### src/rtl/td4_ctrl_seq_pkg.sv
// Shared definitions for the TD4 sequencer: opcodes, ALU source selects,
// load-strobe bit positions and the sequencer state encoding.
package td4_pkg;

  localparam logic [3:0] OP_ADD_A_IM = 4'b0000;
  localparam logic [3:0] OP_MOV_A_B  = 4'b0001;
  localparam logic [3:0] OP_IN_A     = 4'b0010;
  localparam logic [3:0] OP_MOV_A_IM = 4'b0011;
  localparam logic [3:0] OP_MOV_B_A  = 4'b0100;
  localparam logic [3:0] OP_ADD_B_IM = 4'b0101;
  localparam logic [3:0] OP_IN_B     = 4'b0110;
  localparam logic [3:0] OP_MOV_B_IM = 4'b0111;
  localparam logic [3:0] OP_OUT_B    = 4'b1001;
  localparam logic [3:0] OP_OUT_IM   = 4'b1011;
  localparam logic [3:0] OP_JNC      = 4'b1110;
  localparam logic [3:0] OP_JMP      = 4'b1111;

  localparam logic [1:0] SEL_A    = 2'b00;
  localparam logic [1:0] SEL_B    = 2'b01;
  localparam logic [1:0] SEL_IN   = 2'b10;
  localparam logic [1:0] SEL_ZERO = 2'b11;

  localparam int unsigned LD_A   = 0;
  localparam int unsigned LD_B   = 1;
  localparam int unsigned LD_OUT = 2;
  localparam int unsigned LD_PC  = 3;

  typedef enum logic [2:0] {
    ST_IDLE,
    ST_FETCH,
    ST_EXEC,
    ST_STEP,
    ST_HALT
  } state_e;

  // Opcodes 1000, 1010, 1100 and 1101 are the only undefined encodings.
  function automatic logic op_is_legal(input logic [3:0] op);
    logic legal;
    case (op)
      4'b1000, 4'b1010, 4'b1100, 4'b1101: legal = 1'b0;
      default:                            legal = 1'b1;
    endcase
    return legal;
  endfunction

endpackage

### src/rtl/td4_ctrl_seq_op_decode.sv
// Combinational TD4 opcode decoder: {op, carry} -> ALU source select,
// write strobes and a legality flag.
module td4_op_decode
  import td4_pkg::*;
(
  input  logic [3:0] op,
  input  logic       carry,
  output logic [1:0] sel,
  output logic [3:0] load,
  output logic       legal
);

  always_comb begin
    sel   = SEL_A;
    load  = '0;
    legal = op_is_legal(op);
    case (op)
      OP_ADD_A_IM: begin sel = SEL_A;    load[LD_A]   = 1'b1; end
      OP_ADD_B_IM: begin sel = SEL_B;    load[LD_B]   = 1'b1; end
      OP_MOV_A_IM: begin sel = SEL_ZERO; load[LD_A]   = 1'b1; end
      OP_MOV_B_IM: begin sel = SEL_ZERO; load[LD_B]   = 1'b1; end
      OP_MOV_A_B:  begin sel = SEL_B;    load[LD_A]   = 1'b1; end
      OP_MOV_B_A:  begin sel = SEL_A;    load[LD_B]   = 1'b1; end
      OP_IN_A:     begin sel = SEL_IN;   load[LD_A]   = 1'b1; end
      OP_IN_B:     begin sel = SEL_IN;   load[LD_B]   = 1'b1; end
      OP_OUT_B:    begin sel = SEL_B;    load[LD_OUT] = 1'b1; end
      OP_OUT_IM:   begin sel = SEL_ZERO; load[LD_OUT] = 1'b1; end
      OP_JMP:      begin sel = SEL_ZERO; load[LD_PC]  = 1'b1; end
      OP_JNC:      begin sel = SEL_ZERO; load[LD_PC]  = ~carry; end
      default:     begin sel = SEL_A;    load         = '0;   end
    endcase
  end

endmodule

### src/rtl/td4_ctrl_seq.sv
// TD4 fetch/decode/execute sequencer: owns PC, instruction register and carry,
// fetches over a req/ack ROM handshake and drives registered sel/load/imm.
module td4_ctrl_seq
  import td4_pkg::*;
#(
  parameter int unsigned DATA_W          = 4,
  parameter int unsigned ADDR_W          = 4,
  parameter int unsigned STEP_MODE       = 0,
  parameter int unsigned HALT_ON_ILLEGAL = 1
) (
  input  logic                clk,
  input  logic                rst_n,
  input  logic                step_en,
  output logic                rom_req,
  output logic [ADDR_W-1:0]   rom_addr,
  input  logic                rom_ack,
  input  logic [4+DATA_W-1:0] rom_data,
  input  logic                alu_carry,
  output logic [1:0]          sel,
  output logic [3:0]          load,
  output logic [DATA_W-1:0]   imm,
  output logic [ADDR_W-1:0]   pc,
  output logic                carry,
  output logic                halted,
  output logic                illegal
);

  localparam int unsigned IW = 4 + DATA_W;

  state_e              state_q, state_d;
  logic [ADDR_W-1:0]   pc_q, pc_d;
  logic [IW-1:0]       ir_q, ir_d;
  logic                carry_q, carry_d;
  logic [1:0]          sel_q, sel_d;
  logic [3:0]          load_q, load_d;
  logic                illegal_q, illegal_d;

  logic [1:0]          dec_sel;
  logic [3:0]          dec_load;
  logic                dec_legal;
  logic                exec_legal;
  logic [ADDR_W+DATA_W-1:0] jump_ext;
  logic [ADDR_W-1:0]   jump_target;

  // Decode the incoming word so sel/load are registered on the ack edge;
  // JNC sees the carry value from before this instruction executes.
  td4_op_decode u_dec (
    .op    (rom_data[IW-1:DATA_W]),
    .carry (carry_q),
    .sel   (dec_sel),
    .load  (dec_load),
    .legal (dec_legal)
  );

  assign exec_legal  = op_is_legal(ir_q[IW-1:DATA_W]);
  // Zero-extends a narrow immediate or truncates a wide one to the PC width.
  assign jump_ext    = {{ADDR_W{1'b0}}, ir_q[DATA_W-1:0]};
  assign jump_target = jump_ext[ADDR_W-1:0];

  always_comb begin
    state_d   = state_q;
    pc_d      = pc_q;
    ir_d      = ir_q;
    carry_d   = carry_q;
    sel_d     = sel_q;
    load_d    = '0;
    illegal_d = illegal_q;
    case (state_q)
      ST_IDLE: state_d = ST_FETCH;
      ST_FETCH: begin
        if (rom_ack) begin
          ir_d    = rom_data;
          sel_d   = dec_sel;
          load_d  = dec_load;
          state_d = ST_EXEC;
          if (!dec_legal) illegal_d = 1'b1;
        end
      end
      ST_EXEC: begin
        pc_d = load_q[LD_PC] ? jump_target : pc_q + ADDR_W'(1);
        if (exec_legal) carry_d = alu_carry;
        if (!exec_legal && (HALT_ON_ILLEGAL != 0)) state_d = ST_HALT;
        else if (STEP_MODE != 0)                   state_d = ST_STEP;
        else                                       state_d = ST_FETCH;
      end
      ST_STEP: begin
        if (step_en) state_d = ST_FETCH;
      end
      ST_HALT: state_d = ST_HALT;
      default: state_d = ST_IDLE;
    endcase
  end

  always_ff @(posedge clk or negedge rst_n) begin
    if (!rst_n) begin
      state_q   <= ST_IDLE;
      pc_q      <= '0;
      ir_q      <= '0;
      carry_q   <= 1'b0;
      sel_q     <= '0;
      load_q    <= '0;
      illegal_q <= 1'b0;
    end else begin
      state_q   <= state_d;
      pc_q      <= pc_d;
      ir_q      <= ir_d;
      carry_q   <= carry_d;
      sel_q     <= sel_d;
      load_q    <= load_d;
      illegal_q <= illegal_d;
    end
  end

  assign rom_req  = (state_q == ST_FETCH);
  assign rom_addr = pc_q;
  assign sel      = sel_q;
  assign load     = load_q;
  assign imm      = ir_q[DATA_W-1:0];
  assign pc       = pc_q;
  assign carry    = carry_q;
  assign halted   = (state_q == ST_HALT);
  assign illegal  = illegal_q;

endmodule

### config.mk
export PLATFORM = sky130hd
export DESIGN_NAME = td4_ctrl_seq
export DESIGN_NICKNAME = d
export VERILOG_FILES = /design/src/rtl/td4_ctrl_seq_pkg.sv /design/src/rtl/td4_ctrl_seq_op_decode.sv /design/src/rtl/td4_ctrl_seq.sv
export SDC_FILE = /design/constraint.sdc
export NUM_CORES = 1
export LEC_CHECK = 0
export BUFFER_PORTS_ARGS = -buffer_cell sky130_fd_sc_hd__buf_2
export CAP_MARGIN = 25
export CELL_PAD_IN_SITES_DETAIL_PLACEMENT = 1
export CELL_PAD_IN_SITES_GLOBAL_PLACEMENT = 2
export CORE_ASPECT_RATIO = 2
export CORE_MARGIN = 2
export CORE_UTILIZATION = 27
export CTS_BUF_LIST = sky130_fd_sc_hd__clkbuf_16
export CTS_CLUSTER_DIAMETER = 60
export DETAILED_ROUTE_END_ITERATION = 10
export GPL_TIMING_DRIVEN = 0
export PLACE_DENSITY = 0.72
export SETUP_SLACK_MARGIN = 0.1
export SYNTH_ARGS = -nofsm -noshare
export SYNTH_HDL_FRONTEND = slang
export SYNTH_SLANG_ARGS = --single-unit
### constraint.sdc
create_clock -name clk -period 1.4 [get_ports clk]
set_input_delay 0.14 -clock clk [delete_from_list [all_inputs] [get_ports clk]]
set_output_delay 0.14 -clock clk [all_outputs]
set_load 0.01 [all_outputs]
==> Yosys cells after proc, flatten, opt, wreduce, memory -nomap -nowiden <==
Cells that the tools add are included.
{ "op_classes": {"eq_ne": 25, "reduce_logical": 14, "bitwise_logic": 2, "addsub": 1, "n_mux": 12} }
{ "op_table": {"columns": ["cell", "n"], "rows": [
  ["equality test 4 bit, second input constant", 12],
  ["equality test 4 x 3 -> 1 bit, second input constant", 4],
  ["OR reduction 4 bit", 4],
  ["case mux 3 bit (5 select lines)", 1],
  ["2-to-1 mux 4 bit", 3],
  ["2-to-1 mux 3 bit", 3],
  ["equality test 4 x 2 -> 1 bit, second input constant", 2],
  ["equality test 3 x 2 -> 1 bit, second input constant", 2],
  ["case mux 2 bit (3 select lines)", 1],
  ["AND reduction 2 bit", 3],
  ["OR reduction 5 bit", 1],
  ["adder 4 x 1 -> 4 bit, second input constant", 1],
  ["equality test 4 x 1 -> 1 bit, second input constant", 1],
  ["zero test 4 bit", 1],
  ["OR reduction 2 bit", 2],
  ["equality test 3 x 1 -> 1 bit, second input constant", 1],
  ["equality test 3 bit, second input constant", 1],
  ["zero test 3 bit", 1],
  ["2-to-1 mux 1 bit", 3],
  ["AND reduction 3 bit", 1],
  ["OR reduction 3 bit", 1],
  ["inequality test 2 x 1 -> 1 bit, second input constant", 1],
  ["inequality test 2 bit, second input constant", 1],
  ["inverter 1 bit", 2],
  ["case mux 1 bit (2 select lines)", 1]
]} }
{ "word_totals": {"ff_bits": 23, "elab_cells": 61, "input_bits": 13} }

==> Longest topological paths before layout <==
{ "depth": {"depth_word": 5, "mapped_depth": 5} }

==> By module <==
From an unflattened synthesis, not the netlist that was laid out.
{ "hier_totals": {"cells_unflattened": 97, "hier_area_um2": 1147.4} }
{ "by_module_without_submodules": {"columns": ["module", "area_each_um2", "seq_area_each_um2", "cells_each", "instances"], "rows": [
  ["td4_ctrl_seq", 1079.8, 575.6, 85, 1],
  ["td4_op_decode", 67.6, 0.0, 12, 1]
]} }

==> Worst setup path before layout <==
OpenSTA, ideal clock, no wires.
{ "synth_path": {"path_type": "register -> register", "start": "register state_q[0]", "end": "register pc_q[3] (netlist: pc[3])", "arrival_ps": 1432, "path_buffers": 1, "setup_slack_ps": -101, "required_time_ps": 1331, "path_stages_with_launch": 5, "path_cell_list": "dfrtp_1 > or3b_1 > buf_2 > or4_1 > nand3_1"} }
{ "synth_between": {"elab_chain_len": 1} }
{ "synth_rtl": {"columns": ["element", "line", "text"], "rows": [
  ["from (decl)", "td4_ctrl_seq.sv:30", "state_e state_q, state_d;"],
  ["from (signal assigned)", "td4_ctrl_seq.sv:104", "state_q <= state_d;"],
  ["equality test 3 x 2 -> 1 bit", "td4_ctrl_seq.sv:68", "case (state_q)"],
  ["to (signal assigned)", "td4_ctrl_seq.sv:105", "pc_q <= pc_d;"],
  ["to (decl)", "td4_ctrl_seq.sv:31", "logic [ADDR_W-1:0] pc_q, pc_d;"]
]} }
Every way passes these cells.
A chain may end at the register's enable or synchronous reset.

==> Worst setup path in the final report <==
{ "layout_path": {"start": "register state_q[2]", "end": "register pc_q[3] (netlist: pc[3])"} }
Same word-level chain as after synthesis.

==> flow_summary.yaml <==
status:
  status: "finished with violations"
  failed_checks: "setup timing"
detailed_routing:
  wl_mm: 2.81
  via_count: 903
  met3_length_um: 116
  wl_met1_mm: 1.04
  antenna_left: 0
  wl_per_cell_um: 14.4
  wl_met2_mm: 1.61
  dr.pass1.iters: 7
  drc: 0
  drtIter0Drc: 6
  viasPerCell: 4.63
  routed.top_layer: "met4"
hold_path:
  min_path_type: "input port to flip-flop"
  hp-start: "step_en"
  holdPathEnd: "state_q[1]"
  holdPathStages: 2
grt:
  grt-ovfl-total: 0
  grt_pass1_vias: 989
  antenna_found_initial: 0
  grt_usage_pct: 13.5
  grt_max_degree: 24
  grt_pass1_wl_mm: 4.75
timing:
  setup_ws_ns: -0.0471
  finalSetupViolations: 3
  fin_worst_skew_ns: 0.00365
  finalHoldViolCount: 0
  relSlewSlack_pct: 64.0
  slew_violations: 0
  worst_pin_slew_ns: 0.540
  fmaxAchievable_mhz: 691
  rsz0062_at_grt: "true"
  whs_ns: 0.0656
  period_share_pct: 103
  finalCriticalPeriod_ns: 1.45
synth:
  yosysTopAreaCell: "dfrtp_1"
  netlist_top_cells_count: "dfrtp_1, buf_4, mux2_2"
  syn_nets: 110
  syn_inst: 96
  yosysMostFrequentCell: "dfrtp_1"
  ys_async_sr_fraction_pct: 100
  synth_seq_cells: 23
  syn_area_um2: 1060
  yosys_warnings: 0
  postSynthAreaPerCell_um2: 11.1
  synth_edf_count: 0
  yosys-top-cells-area: "dfrtp_1, mux2_2, buf_4, mux2i_1, o21ai_0"
  seq_area_frac_synth_pct: 54.2
  yosysUniqueCellTypes: 30
  yosysTopAreaCellShare_pct: 54.2
  synth_flop_cell: "dfrtp_1"
placed_design:
  place_ws_ns: -0.125
  io_buffers: 34
  place_inst: 181
  placedInstanceArea_um2: 1320
  place_congestion: 0.653
  dp_hpwl_mm: 2.00
clocking:
  clock_path_buffers: 2
  cts_tree: "done"
  cts-buffers-inserted: 3
  cts_htree_levels: 1
  clock-root-buffer: "clkbuf_16"
  clock_sinks: 23
  clk_latency_ns: 0.26
  path_clk_slew_ns: 0.06
worst_setup_path:
  timing.rr.end: "pc[3]"
  rr_worst_depth: 4
  critPathKind: "flip-flop to flip-flop"
  crit_arrival_ns: 1.64
  start_kind: "flip-flop"
  r2r_slack_ns: -0.05
  crit_slowest_cell: "or4_1"
  path_depth: 4
  endpoint_kind: "flip-flop"
  path_max_fanout: 4
  timing.critical_path.cells: "or3b_1 > buf_6 > or4_1 > nand3_1"
  required_ns: 1.60
  regToRegStartpoint: "state_q[2]"
  path_buf_inv: 1
  path_delay_family: "simple AND/OR/NAND/NOR gates"
  cp_slowest_stage_delay_ns: 0.40
power:
  internal_power_mw: 2.21
  combPwrFrac_pct: 47.1
  switchingPower_mw: 1.15
  p_leak_nw: 0.777
  pwr_density_cell_nw_per_um2: 2100
  clkPwrFrac_pct: 18.7
  totalPowerFinal_mw: 3.36
  pwr-share-seq_pct: 34.2
  swShare_pct: 34.2
  peakVddDrop_mv: 1.00
floorplan:
  num_rows: 32
  coreArea_um2: 3800
  fp.dieH_um: 92.7
  die_w_um: 48.4
  io_pins: 35
  initial_core_util_pct: 27.9
  die-area_um2: 4480
job:
  cap_violations: 0
cells_and_area:
  area_growth_pct: 50.4
  final_cells: 195
  final_nets: 159
  design_area_um2: 1600
  drive_above_1_share_pct: 56.3
  n_antenna_cell: 0
[routing by layer]
layer / up-vias / track usage [%]
li1: 424 / -
met1: 444 / 14.0
met2: 30 / 26.4
met3: 5 / 1.77
met4: 0 / 5.71
met5: - / 0
[cell type report]
type,instances,area [um2]
plain buffers,12,97.6
fillers,440,2210
multi-input cells,56,474
clock inverters,1,5.00
flip-flops and latches,23,577
clock buffers,3,75.1
repair buffers,44,287
inverters,5,18.8
well taps,51,63.8
[layout by cell type, fill, tap and decap left out, types with 3 or more instances in the layout]
| cell | n |
|---|---|
| buf_2 | 33 |
| dfrtp_1 | 22 |
| buf_4 | 14 |
| mux2_4 | 8 |
| nor2_1 | 5 |
| buf_6 | 4 |
| nand2_4 | 3 |
| inv_1 | 3 |
| nand2_1 | 3 |
| mux2i_1 | 3 |
| a21oi_1 | 3 |
| o21ai_2 | 3 |
| nand3_1 | 3 |
| clkbuf_16 | 3 |
[worst reg2reg max path: stages, from the launching register on]
cell and delay (ns):
dfrtp_1 0.39, or3b_1 0.37, buf_6 0.13, or4_1 0.40, nand3_1 0.09
[per-stage QoR]
| stage | setup TNS [ns] | utilization [%] |
|---|---|---|
| after floorplan | -0.109 | - |
| after global placement | -0.277 | 34.8 |
| after detailed placement | -0.300 | 34.8 |
| after CTS | -0.0829 | 39.7 |
| after global routing | -0.588 | 42.0 |
| final | -0.109 | 42.0 |
[power groups by stage]
stage / logic, mW / clock network [mW] / registers, mW
finish: 1.58 / 0.627 / 1.15
global route: 1.73 / 0.653 / 1.20
CTS: 1.42 / 0.637 / 1.14
detailed placement: 1.17 / 0 / 1.16
global placement: 1.12 / 0 / 1.14
floorplan: 0.743 / 0 / 1.15
[sequential cells by signal, summed over array words and instances, names as in the netlist]
register / count
sel: 2
carry: 1
illegal: 1
pc: 4
ir_q: 8
state_q: 3
load: 4
[how the worst max path moves through the flow]
| stage | startpoint | slack [ns] | end |
|---|---|---|---|
| 4_1_cts | state_q[0] | -0.05 | pc[3] |
| 3_3_place_gp | state_q[2] | -0.13 | carry |
| 2_1_floorplan | state_q[2] | -0.06 | pc[3] |
| 6_report | state_q[2] | -0.05 | pc[3] |
| 3_5_place_dp | state_q[1] | -0.13 | pc[3] |
| 5_1_grt | state_q[0] | -0.1 | pc[3] |
[cells by family (layout without fill, tap and decap cells)]
group / Yosys count / count (layout) / synth area share (%)
AO/OA/AOI/OAI: 16 / 16 / 9.66
adder cells (fa/ha/maj): 1 / 1 / 1.18
buffers and inverters: 17 / 65 / 9.19
flip-flops: 23 / 23 / 54.2
multiplexers: 11 / 11 / 11.3
AND/OR/NAND/NOR: 28 / 28 / 14.5
[timing repair]
| action | in CTS | in global routing |
|---|---|---|
| buffers inserted | 5 | 3 |
| pin swaps | 5 | 1 |
| endpoints found under the hold margin | 23 | 0 |
| cloned | 1 | 0 |
| endpoints found under the setup margin | 14 | 22 |
| hold buffers | 1 | 0 |
| resized for setup | 20 | 11 |
Power figures use the tool's default switching activity.
